### src/rtl/command_control_hub_gen2_if.sv
// command_control_hub_gen2_if: KCPSM I/O port bus plus interrupt request/acknowledge handshake
interface command_control_hub_gen2_if;
  logic [7:0] port_id;
  logic [7:0] port_out;
  logic [7:0] port_in;
  logic       write_strobe;
  logic       read_strobe;
  logic       interrupt;
  logic       interrupt_ack;
  modport master (
    output port_id, port_out, write_strobe, read_strobe, interrupt_ack,
    input  port_in, interrupt
  );
  modport slave (
    input  port_id, port_out, write_strobe, read_strobe, interrupt_ack,
    output port_in, interrupt
  );
endinterface

### src/rtl/command_control_hub_gen2.sv
// command_control_hub_gen2: KCPSM port decoder for LogCap registers, UART FIFOs, GPIO and a sticky maskable interrupt controller
module command_control_hub_gen2 #(
  parameter int NUM_REGS    = 8,
  parameter int TICK_PERIOD = 100_000_000
) (
  input  logic                      clk,
  input  logic                      reset,
  command_control_hub_gen2_if.slave bus,
  output logic [15:0]               led,
  input  logic [7:0]                button,
  input  logic [15:0]               switch,
  input  logic [7:0]                data_rx,
  input  logic                      urx_buffer_full,
  input  logic                      urx_buffer_half_full,
  input  logic                      urx_buffer_data_present,
  output logic                      urx_buffer_read,
  output logic [7:0]                data_tx,
  input  logic                      utx_buffer_full,
  input  logic                      utx_buffer_half_full,
  input  logic                      utx_buffer_data_present,
  output logic                      utx_buffer_write,
  input  logic [8*NUM_REGS-1:0]     regIn,
  output logic [8*NUM_REGS-1:0]     regOut,
  output logic [7:0]                command,
  output logic                      command_strobe,
  input  logic [7:0]                status
);
  localparam int IW = $clog2(NUM_REGS);
  localparam int TW = $clog2(TICK_PERIOD);
  localparam logic [7:0] NREG = 8'(NUM_REGS);
  localparam logic [TW-1:0] TLAST = TW'(TICK_PERIOD - 1);
  typedef enum logic [1:0] {IDLE, ASSERT, SERVICE} irq_state_e;
  logic [7:0] reg_q [NUM_REGS];
  logic [7:0] reg_d [NUM_REGS];
  logic [7:0] reg_in_a [NUM_REGS];
  logic [15:0] led_q, led_d;
  logic [7:0] cmd_q, cmd_d, port_in_q, port_in_d;
  logic [7:0] status_q, status_d, button_q, button_d;
  logic cmd_stb_q, cmd_stb_d, urx_rd_q, urx_rd_d, tx_ovf_q, tx_ovf_d;
  logic urx_dp_q, urx_dp_d, intr_q, intr_d;
  logic [3:0] mask_q, mask_d, pend_q, pend_d, irq_set;
  logic [TW-1:0] timer_q, timer_d;
  irq_state_e state_q, state_d;
  logic wr_reg, wr_cmd, wr_tx, wr_led_lo, wr_led_hi, wr_mask, wr_w1c, rd_rx, rd_flags, tick;
  assign wr_reg    = bus.write_strobe && (bus.port_id < NREG);
  assign wr_cmd    = bus.write_strobe && bus.port_id == 8'h20;
  assign wr_tx     = bus.write_strobe && bus.port_id == 8'h21;
  assign wr_led_lo = bus.write_strobe && bus.port_id == 8'h22;
  assign wr_led_hi = bus.write_strobe && bus.port_id == 8'h23;
  assign wr_mask   = bus.write_strobe && bus.port_id == 8'h24;
  assign wr_w1c    = bus.write_strobe && bus.port_id == 8'h25;
  assign rd_rx     = bus.read_strobe && bus.port_id == 8'h21;
  assign rd_flags  = bus.read_strobe && bus.port_id == 8'h22;
  assign tick      = timer_q == TLAST;
  for (genvar i = 0; i < NUM_REGS; i++) begin : g_reg
    assign regOut[8*i +: 8] = reg_q[i];
    assign reg_in_a[i]      = regIn[8*i +: 8];
  end
  always_comb begin
    port_in_d = 8'h00;
    if (bus.port_id < NREG) port_in_d = reg_in_a[bus.port_id[IW-1:0]];
    else
      case (bus.port_id)
        8'h20:   port_in_d = status;
        8'h21:   port_in_d = data_rx;
        8'h22:   port_in_d = {tx_ovf_q, 1'b0, urx_buffer_full, urx_buffer_half_full, urx_buffer_data_present,
                              utx_buffer_full, utx_buffer_half_full, utx_buffer_data_present};
        8'h23:   port_in_d = switch[7:0];
        8'h24:   port_in_d = switch[15:8];
        8'h25:   port_in_d = button;
        8'h26:   port_in_d = {4'h0, pend_q};
        8'h27:   port_in_d = {4'h0, mask_q};
        default: port_in_d = 8'h00;
      endcase
  end
  always_comb begin
    reg_d = reg_q;
    if (wr_reg) reg_d[bus.port_id[IW-1:0]] = bus.port_out;
    led_d     = {wr_led_hi ? bus.port_out : led_q[15:8], wr_led_lo ? bus.port_out : led_q[7:0]};
    cmd_d     = wr_cmd ? bus.port_out : cmd_q;
    cmd_stb_d = wr_cmd;
    urx_rd_d  = rd_rx;
    // An overflow in the same cycle as the flag read must not be lost
    tx_ovf_d  = (wr_tx && utx_buffer_full) ? 1'b1 : (rd_flags ? 1'b0 : tx_ovf_q);
    timer_d   = tick ? '0 : timer_q + TW'(1);
    status_d  = status;
    button_d  = button;
    urx_dp_d  = urx_buffer_data_present;
    irq_set   = {|(button & ~button_q), status != status_q, urx_buffer_data_present & ~urx_dp_q, tick};
    pend_d    = (pend_q & ~(wr_w1c ? bus.port_out[3:0] : 4'h0)) | irq_set;
    mask_d    = wr_mask ? bus.port_out[3:0] : mask_q;
  end
  always_comb begin
    state_d = state_q;
    case (state_q)
      IDLE:    if (|(pend_q & mask_q)) state_d = ASSERT;
      ASSERT:  if (bus.interrupt_ack) state_d = SERVICE;
      SERVICE: if (~|(pend_q & mask_q)) state_d = IDLE;
      default: state_d = IDLE;
    endcase
    intr_d = state_d == ASSERT;
  end
  always_ff @(posedge clk or negedge reset)
    if (!reset) begin
      reg_q     <= '{default: 8'h00};
      led_q     <= '0;
      cmd_q     <= '0;
      cmd_stb_q <= 1'b0;
      port_in_q <= '0;
      urx_rd_q  <= 1'b0;
      tx_ovf_q  <= 1'b0;
      timer_q   <= '0;
      status_q  <= '0;
      button_q  <= '0;
      urx_dp_q  <= 1'b0;
      pend_q    <= '0;
      mask_q    <= 4'h1;
      state_q   <= IDLE;
      intr_q    <= 1'b0;
    end else begin
      reg_q     <= reg_d;
      led_q     <= led_d;
      cmd_q     <= cmd_d;
      cmd_stb_q <= cmd_stb_d;
      port_in_q <= port_in_d;
      urx_rd_q  <= urx_rd_d;
      tx_ovf_q  <= tx_ovf_d;
      timer_q   <= timer_d;
      status_q  <= status_d;
      button_q  <= button_d;
      urx_dp_q  <= urx_dp_d;
      pend_q    <= pend_d;
      mask_q    <= mask_d;
      state_q   <= state_d;
      intr_q    <= intr_d;
    end
  assign led              = led_q;
  assign command          = cmd_q;
  assign command_strobe   = cmd_stb_q;
  assign urx_buffer_read  = urx_rd_q;
  assign data_tx          = bus.port_out;
  assign utx_buffer_write = wr_tx && !utx_buffer_full;
  assign bus.port_in      = port_in_q;
  assign bus.interrupt    = intr_q;
endmodule

### src/flat_wrapper.sv
// flat-port wrapper written by rule: the top's interface ports become plain ports
module command_control_hub_gen2_flat 
#(
  parameter int NUM_REGS    = 8,
  parameter int TICK_PERIOD = 100_000_000
)
  (clk, reset, led, button, switch, data_rx, urx_buffer_full, urx_buffer_half_full, urx_buffer_data_present, urx_buffer_read, data_tx, utx_buffer_full, utx_buffer_half_full, utx_buffer_data_present, utx_buffer_write, regIn, regOut, command, command_strobe, status, bus_port_id, bus_port_out, bus_write_strobe, bus_read_strobe, bus_interrupt_ack, bus_port_in, bus_interrupt);
  command_control_hub_gen2_if bus_i ();
  input  logic clk;
  input  logic reset;
  output logic [15:0] led;
  input  logic [7:0] button;
  input  logic [15:0] switch;
  input  logic [7:0] data_rx;
  input  logic urx_buffer_full;
  input  logic urx_buffer_half_full;
  input  logic urx_buffer_data_present;
  output logic urx_buffer_read;
  output logic [7:0] data_tx;
  input  logic utx_buffer_full;
  input  logic utx_buffer_half_full;
  input  logic utx_buffer_data_present;
  output logic utx_buffer_write;
  input  logic [8*NUM_REGS-1:0] regIn;
  output logic [8*NUM_REGS-1:0] regOut;
  output logic [7:0] command;
  output logic command_strobe;
  input  logic [7:0] status;
  input wire logic [$bits(bus_i.port_id)-1:0] bus_port_id;
  input wire logic [$bits(bus_i.port_out)-1:0] bus_port_out;
  input wire logic [$bits(bus_i.write_strobe)-1:0] bus_write_strobe;
  input wire logic [$bits(bus_i.read_strobe)-1:0] bus_read_strobe;
  input wire logic [$bits(bus_i.interrupt_ack)-1:0] bus_interrupt_ack;
  output wire logic [$bits(bus_i.port_in)-1:0] bus_port_in;
  output wire logic [$bits(bus_i.interrupt)-1:0] bus_interrupt;
  assign bus_i.port_id = bus_port_id;
  assign bus_i.port_out = bus_port_out;
  assign bus_i.write_strobe = bus_write_strobe;
  assign bus_i.read_strobe = bus_read_strobe;
  assign bus_i.interrupt_ack = bus_interrupt_ack;
  assign bus_port_in = bus_i.port_in;
  assign bus_interrupt = bus_i.interrupt;
  command_control_hub_gen2 #(.NUM_REGS(NUM_REGS), .TICK_PERIOD(TICK_PERIOD)) u_core (.clk(clk), .reset(reset), .bus(bus_i), .led(led), .button(button), .switch(switch), .data_rx(data_rx), .urx_buffer_full(urx_buffer_full), .urx_buffer_half_full(urx_buffer_half_full), .urx_buffer_data_present(urx_buffer_data_present), .urx_buffer_read(urx_buffer_read), .data_tx(data_tx), .utx_buffer_full(utx_buffer_full), .utx_buffer_half_full(utx_buffer_half_full), .utx_buffer_data_present(utx_buffer_data_present), .utx_buffer_write(utx_buffer_write), .regIn(regIn), .regOut(regOut), .command(command), .command_strobe(command_strobe), .status(status));
endmodule
### config.mk
export PLATFORM = sky130hd
export DESIGN_NAME = command_control_hub_gen2_flat
export DESIGN_NICKNAME = d
export VERILOG_FILES = /design/src/rtl/command_control_hub_gen2_if.sv /design/src/rtl/command_control_hub_gen2.sv /design/src/flat_wrapper.sv
export SDC_FILE = /design/constraint.sdc
export NUM_CORES = 1
export LEC_CHECK = 0
export BUFFER_PORTS_ARGS = -buffer_cell sky130_fd_sc_hd__buf_4
export CAP_MARGIN = 20
export CORE_MARGIN = 5
export CORE_UTILIZATION = 40
export DETAILED_ROUTE_END_ITERATION = 12
export GPL_TIMING_DRIVEN = 0
export PLACE_DENSITY = 0.75
export SYNTH_ARGS = -nofsm -noshare
export SYNTH_HDL_FRONTEND = slang
export SYNTH_SLANG_ARGS = --single-unit
### constraint.sdc
create_clock -name clk -period 4.1 [get_ports clk]
set_input_delay 0.41 -clock clk [delete_from_list [all_inputs] [get_ports clk]]
set_output_delay 0.41 -clock clk [all_outputs]
set_load 0.005 [all_outputs]
# Word level (Yosys, flattened, before mapping)
# Index checks and enable logic that the tools add are counted.
# W data, S select, Z words.
[classes]
add_sub_neg = 1
magnitude_cmp = 3
n_eq_ne = 13
mux = 16
bitwise_logic = 9
n_reduce_logical = 17
[ops]
columns = ["operator", "n"]
rows = [
  ["$bwmux W64", 1],
  ["$eq A8 B6 Y1 const B", 8],
  ["$pmux W8 S8", 1],
  ["$mux W8", 4],
  ["$add A27 B1 Y27 const B", 1],
  ["$eq A27 B27 Y1 const B", 1],
  ["$mux W27", 1],
  ["$bmux W8 S3", 1],
  ["$demux W8 S3", 1],
  ["$logic_and A1 B1 Y1", 12],
  ["$and A4 B4 Y4", 2],
  ["$and A8 B8 Y8", 1],
  ["$lt A8 B4 Y1 const B", 1],
  ["$ne A8 B8 Y1", 1],
  ["$not A8 Y8", 1],
  ["$reduce_or A8 Y1", 1],
  ["$mux W2", 3],
  ["$pmux W2 S3", 1],
  ["$eq A2 B1 Y1 const B", 2],
  ["$ge A4 B4 Y1 const B", 1],
  ["$lt A4 B1 Y1 const B", 1],
  ["$mux W4", 1],
  ["$not A3 Y4", 1],
  ["$not A4 Y4", 1],
  ["other kinds (9)", 10],
]
[word_totals]
ff_bits = 154

# Depth between registers and ports, before layout
[depth]
depth_word = 6
ltp_mapped = 7
depth_no_buf = 6

# Worst setup path before layout
# Ideal clock, no wire load.
[synth_timing]
kind = "input-to-reg"
from = "input bus_port_id[3]"
to = "register u_core.reg_q, in the netlist u_core.regOut[32]"
setup_ps = 125
arrival_time_ps = 1925
slack_ps = 2050
stages = 7
path_buffers = 2
path_cell_list = "nor4_2 nand2b_1 buf_2 or2_1 buf_6 nor3_4 mux2_2"
[synth_between]
elab_chain_cells = 2
[synth_rtl]
columns = ["element", "line_no", "source"]
rows = [
  ["from (decl)", "flat_wrapper.sv:29", "input wire logic [$bits(bus_i.port_id)-1:0] bus_port_id;"],
  ["$lt A8 B4 Y1", "command_control_hub_gen2.sv:45", "assign wr_reg = bus.write_strobe && (bus.port_id < NREG);"],
  ["$logic_and A1 B1 Y1", "command_control_hub_gen2.sv:45", ""],
  ["to (signal assigned)", "command_control_hub_gen2.sv:121", "reg_q <= reg_d;"],
  ["to (decl)", "command_control_hub_gen2.sv:33", "logic [7:0] reg_q [NUM_REGS];"],
]
# Every way passes these cells.
# A chain may end at the register's enable or synchronous reset.

# Final worst setup path
[layout_timing]
from = "input bus_port_id[3]"
to = "output utx_buffer_write"
[layout_between]
elab_chain_cells = 3
[layout_rtl]
columns = ["element", "line_no", "source"]
rows = [
  ["$eq A8 B6 Y1", "command_control_hub_gen2.sv:47", "assign wr_tx = bus.write_strobe && bus.port_id == 8'h21;"],
  ["$logic_and A1 B1 Y1", "command_control_hub_gen2.sv:47", ""],
  ["$logic_and A1 B1 Y1", "command_control_hub_gen2.sv:142", "assign utx_buffer_write = wr_tx && !utx_buffer_full;"],
  ["to (decl)", "flat_wrapper.sv:23", "output logic utx_buffer_write;"],
]
# Every way passes these cells.

==> metrics.md <==
| Metric | Value |
|---|---|
| Initial core utilization | `40.7%` |
| Parity-gate share of the synthesized area counting xor and xnor cells | `3.98%` |
| Psw | `0.851 mW` |
| Vias post-DR | `5370` |
| Total CTS buffers | `17` |
| Vias in the first global route | `5711` |
| CP Data Required Time | `3.69 ns` |
| Final Cycle Share | `61.5%` |
| Critical path peak fanout | `5` |
| Combinational share of power | `12.3%` |
| Remaining design rule violation count | `0` |
| Cell Int Power | `2.75 mW` |
| Power density relative to cell area | `371 nW/µm²` |
| Kind of cell adding the most delay to the critical path | `simple AND/OR/NAND/NOR gates` |
| Maximum number of pins on one net before global-route repair | `85` |
| # IOs | `239` |
| Unrepaired setup endpoints after global routing | `no` |
| Clock Skews | `0.00698 ns` |
| Final setup violation count | `0` |
| Full die area | `20300 µm²` |
| Gr usage total | `20.2%` |
| # H-tree levels | `4` |
| Max IR drop VDD | `0.287 mV` |
| Biggest area contributors in the synthesized netlist | `dfrtp_1 (54%), mux2_2 (16%), mux4_2 (5.1%), mux2i_1 (2.3%), xnor2_1 (2.0%)` |
| Layout cell share with drive strength beyond 1 | `50.6%` |
| Drt initial violations | `231` |
| Relative contribution of sequential cells to total power | `45.0%` |
| Clock transition at the registers of the reported paths | `0.06 ns` |
| Switching share of power | `23.7%` |
| Dominant cell by count in the synthesized netlist | `dfrtp_1` |
| Share of synthesized area occupied by flip-flops and latches | `54.8%` |
| Nets | `929` |
| Filler instances | `1489` |
| Clk buf depth | `2` |
| Class of the tightest hold or removal check | `in -> async` |
| Run status | `finished clean` |
| Clock tree root buffer cell | `clkbuf_16` |
| Post-synth top cells | `dfrtp_1 (153), mux2_2 (98), nor2_1 (31)` |
| Most used cell, CP | `buf_4` |
| Transition time at the pin with the least slew margin | `1.08 ns` |
| Sort of element at the end of the critical path | `primary output` |
| Overall die width | `143 µm` |
| Final WL | `20500 µm` |
| Number of nets in the synthesized netlist | `672` |
| Mapped Avg Cell Area | `13.0 µm²` |
| Cells after Synth | `540` |
| Die Span Y | `143 µm` |
| Minimum clock period | `2.52 ns` |
| Ys async rst share | `100%` |
| Normalized max-slew margin | `27.2%` |
| Cell leakage power | `4.86 nW` |
| Area of the mapped netlist | `7040 µm²` |
| FF+latch count, synth | `154` |
| Slowest library cell on the worst path | `nor4_2` |
| Worst-path cell chain | `buf_4 > nor4_2 > and2_1 > and3_1 > clkbuf_1 > nor3b_1 > buf_4` |
| Simple-gate share of the synthesized area | `9.37%` |
| Number of warnings reported in the yosys synthesis log | `0` |
| Antenna violations before repair | `0` |
| Clock Latency Late Sink | `0.41 ns` |
| Yosys cell types | `52` |
| Compound-gate portion of the synthesized area | `5.46%` |
| TritonCTS sink count | `154` |
| Total global routing overflow | `0` |
| Delay of the slowest cell on the worst path | `0.36 ns` |
| Non-filler cells in the finished layout | `1033` |
| Final total negative setup slack | `0 ns` |
| Placed Cells incl. Taps | `1002` |
| Leading area contributor after synthesis | `dfrtp_1` |
| CTS tree | `done` |
| DRT antenna net count | `0` |
| Detailed Routing Iterations Pass 1 | `5` |
| Number of vias per cell | `5.20` |
| EDFF count, synth | `0` |
| RD Place Congestion | `0.891` |
| Dominant combinational cell family by area after synthesis | `multiplexers` |
| Placement Rows | `48` |
| Final-report hold violation count | `0` |
| Arrival time worst endpoint | `2.11 ns` |
| Placed wire-length estimate | `15400 µm` |
| Share of the synthesized area in the top cell type | `54.4%` |
| Clock share of power | `42.7%` |
| Core area | `17300 µm²` |
| Post-Synth Adder-Cell Area | `0.178%` |
| Final Total Pwr | `3.60 mW` |
| Wire length of the first global-routing pass | `31700 µm` |
| Fmax | `397 MHz` |
| Share of synthesized area spent on multiplexers | `23.1%` |
| Buffer and inverter count on the worst path | `3` |
| Total setup buffers inserted after CTS | `0` |
| Post-CTS Hold Buffers | `0` |
| Area growth syn-to-layout | `38.0%` |
| Average routed wire per standard cell | `19.8 µm` |
| Total of max-cap violations | `0` |
| Most frequently used flop master after synthesis | `dfrtp_1` |
| Antenna cell count | `0` |
| Final slew viol count | `0` |
| Number of buffer cells added on primary ports | `236` |
| Setup Crit Path Kind | `in -> out` |
| Quantity of gates resized following cts | `0` |
| Critical path startpoint category | `input pin` |
-- through the flow --
stage	setup slack (ns)	util (%)	area, µm²	hold WS (ns)
2_1_floorplan	2.05	-	7040	0.114
3_3_place_gp	1.46	52.5	9090	0.453
3_5_place_dp	1.42	52.7	9120	0.458
4_1_cts	1.60	56.1	9700	0.0755
5_1_grt	1.52	56.1	9710	0.0889
6_report	1.58	56.1	9710	0.0543
-- layer usage --
metal  wire [µm]  global-route usage (%)  vias up
li1            -                       -     2449
met1        7970                    25.0     2663
met2        9910                    32.7      223
met3        1980                    7.10       35
met4         600                    7.60        0
met5           0                       0        -
-- layout by cell type, fill, tap and decap left out, drive strengths merged, types with 2 or more instances in the layout --
master,count
a211oi,3
a21oi,4
a221oi,3
a22o,6
a22oi,8
a31oi,5
and2,2
and3,5
buf,255
bufinv,2
clkbuf,34
clkinv,5
clkinvlp,2
dfrtp,153
inv,17
mux2,98
mux2i,16
mux4,16
nand2,25
nand2b,2
nand3,13
nand3b,3
nand4,13
nor2,37
nor2b,6
nor3,5
nor4,5
o21ai,10
o22ai,8
o2bb2ai,3
or2,2
xnor2,16
xor2,16
-- worst register-to-register path: stages, from the launching register on --
cell	delay, ns
dfrtp_1	0.45
nand4_1	0.22
nor4_1	0.96
nand4_1	0.23
xor2_1	0.19
nor2_1	0.06
-- path summary, 6_finish.rpt --
check | slack, ns | end | from | cells after the start
worst max register to register | 1.86 | u_core.timer_q[22] | u_core.timer_q[7] | 5
max in group asynchronous | 3.21 | u_core.mask_q[0] | reset | 2
min in group clk | 0.13 | u_core.button_q[2] | button[2] | 1
worst min register to register | 0.46 | u_core.timer_q[0] | u_core.timer_q[0] | 1
worst min-delay path | 0.05 | u_core.status_q[1] | reset | 1
worst max-delay path | 1.58 | utx_buffer_write | bus_port_id[3] | 7
-- state kept, by name (all words and copies together) (netlist names) --
register,count
u_core.timer_q,27
u_core.command,8
u_core.urx_dp_q,1
u_core.bus.interrupt,1
u_core.command_strobe,1
u_core.bus.port_in,8
u_core.mask_q,4
u_core.pend_q,4
u_core.led,16
u_core.button_q,8
u_core.tx_ovf_q,1
u_core.regOut,64
u_core.state_q,2
u_core.status_q,8
u_core.urx_buffer_read,1
-- cells by family after synthesis --
family	Yosys count
buf+inv	47
flops	154
xor+xnor	32
fa+ha+maj	1
simple gates	121
mux	130
compound gates	55
-- final cells by class --
| cell class | instances | area (µm²) | share of cell area, % |
|---|---|---|---|
| inverters | 14 | 52.6 | 0.541 |
| clock buffers | 18 | 439 | 4.52 |
| flip-flops and latches | 154 | 3850 | 39.7 |
| repair buffers | 238 | 1810 | 18.6 |
| well taps | 225 | 282 | 2.90 |
| clock inverters | 12 | 141 | 1.46 |
| multi-input cells | 339 | 2960 | 30.5 |
| plain buffers | 33 | 168 | 1.73 |
-- power by group through the flow --
stage | sequential [mW] | combinational (mW) | clock [mW]
floorplan | 1.65 | 0.168 | 0
global placement | 1.65 | 0.438 | 0
detailed placement | 1.65 | 0.447 | 0
CTS | 1.62 | 0.449 | 1.58
global route | 1.63 | 0.481 | 1.65
finish | 1.62 | 0.442 | 1.54
Power figures use the tool's default switching activity.
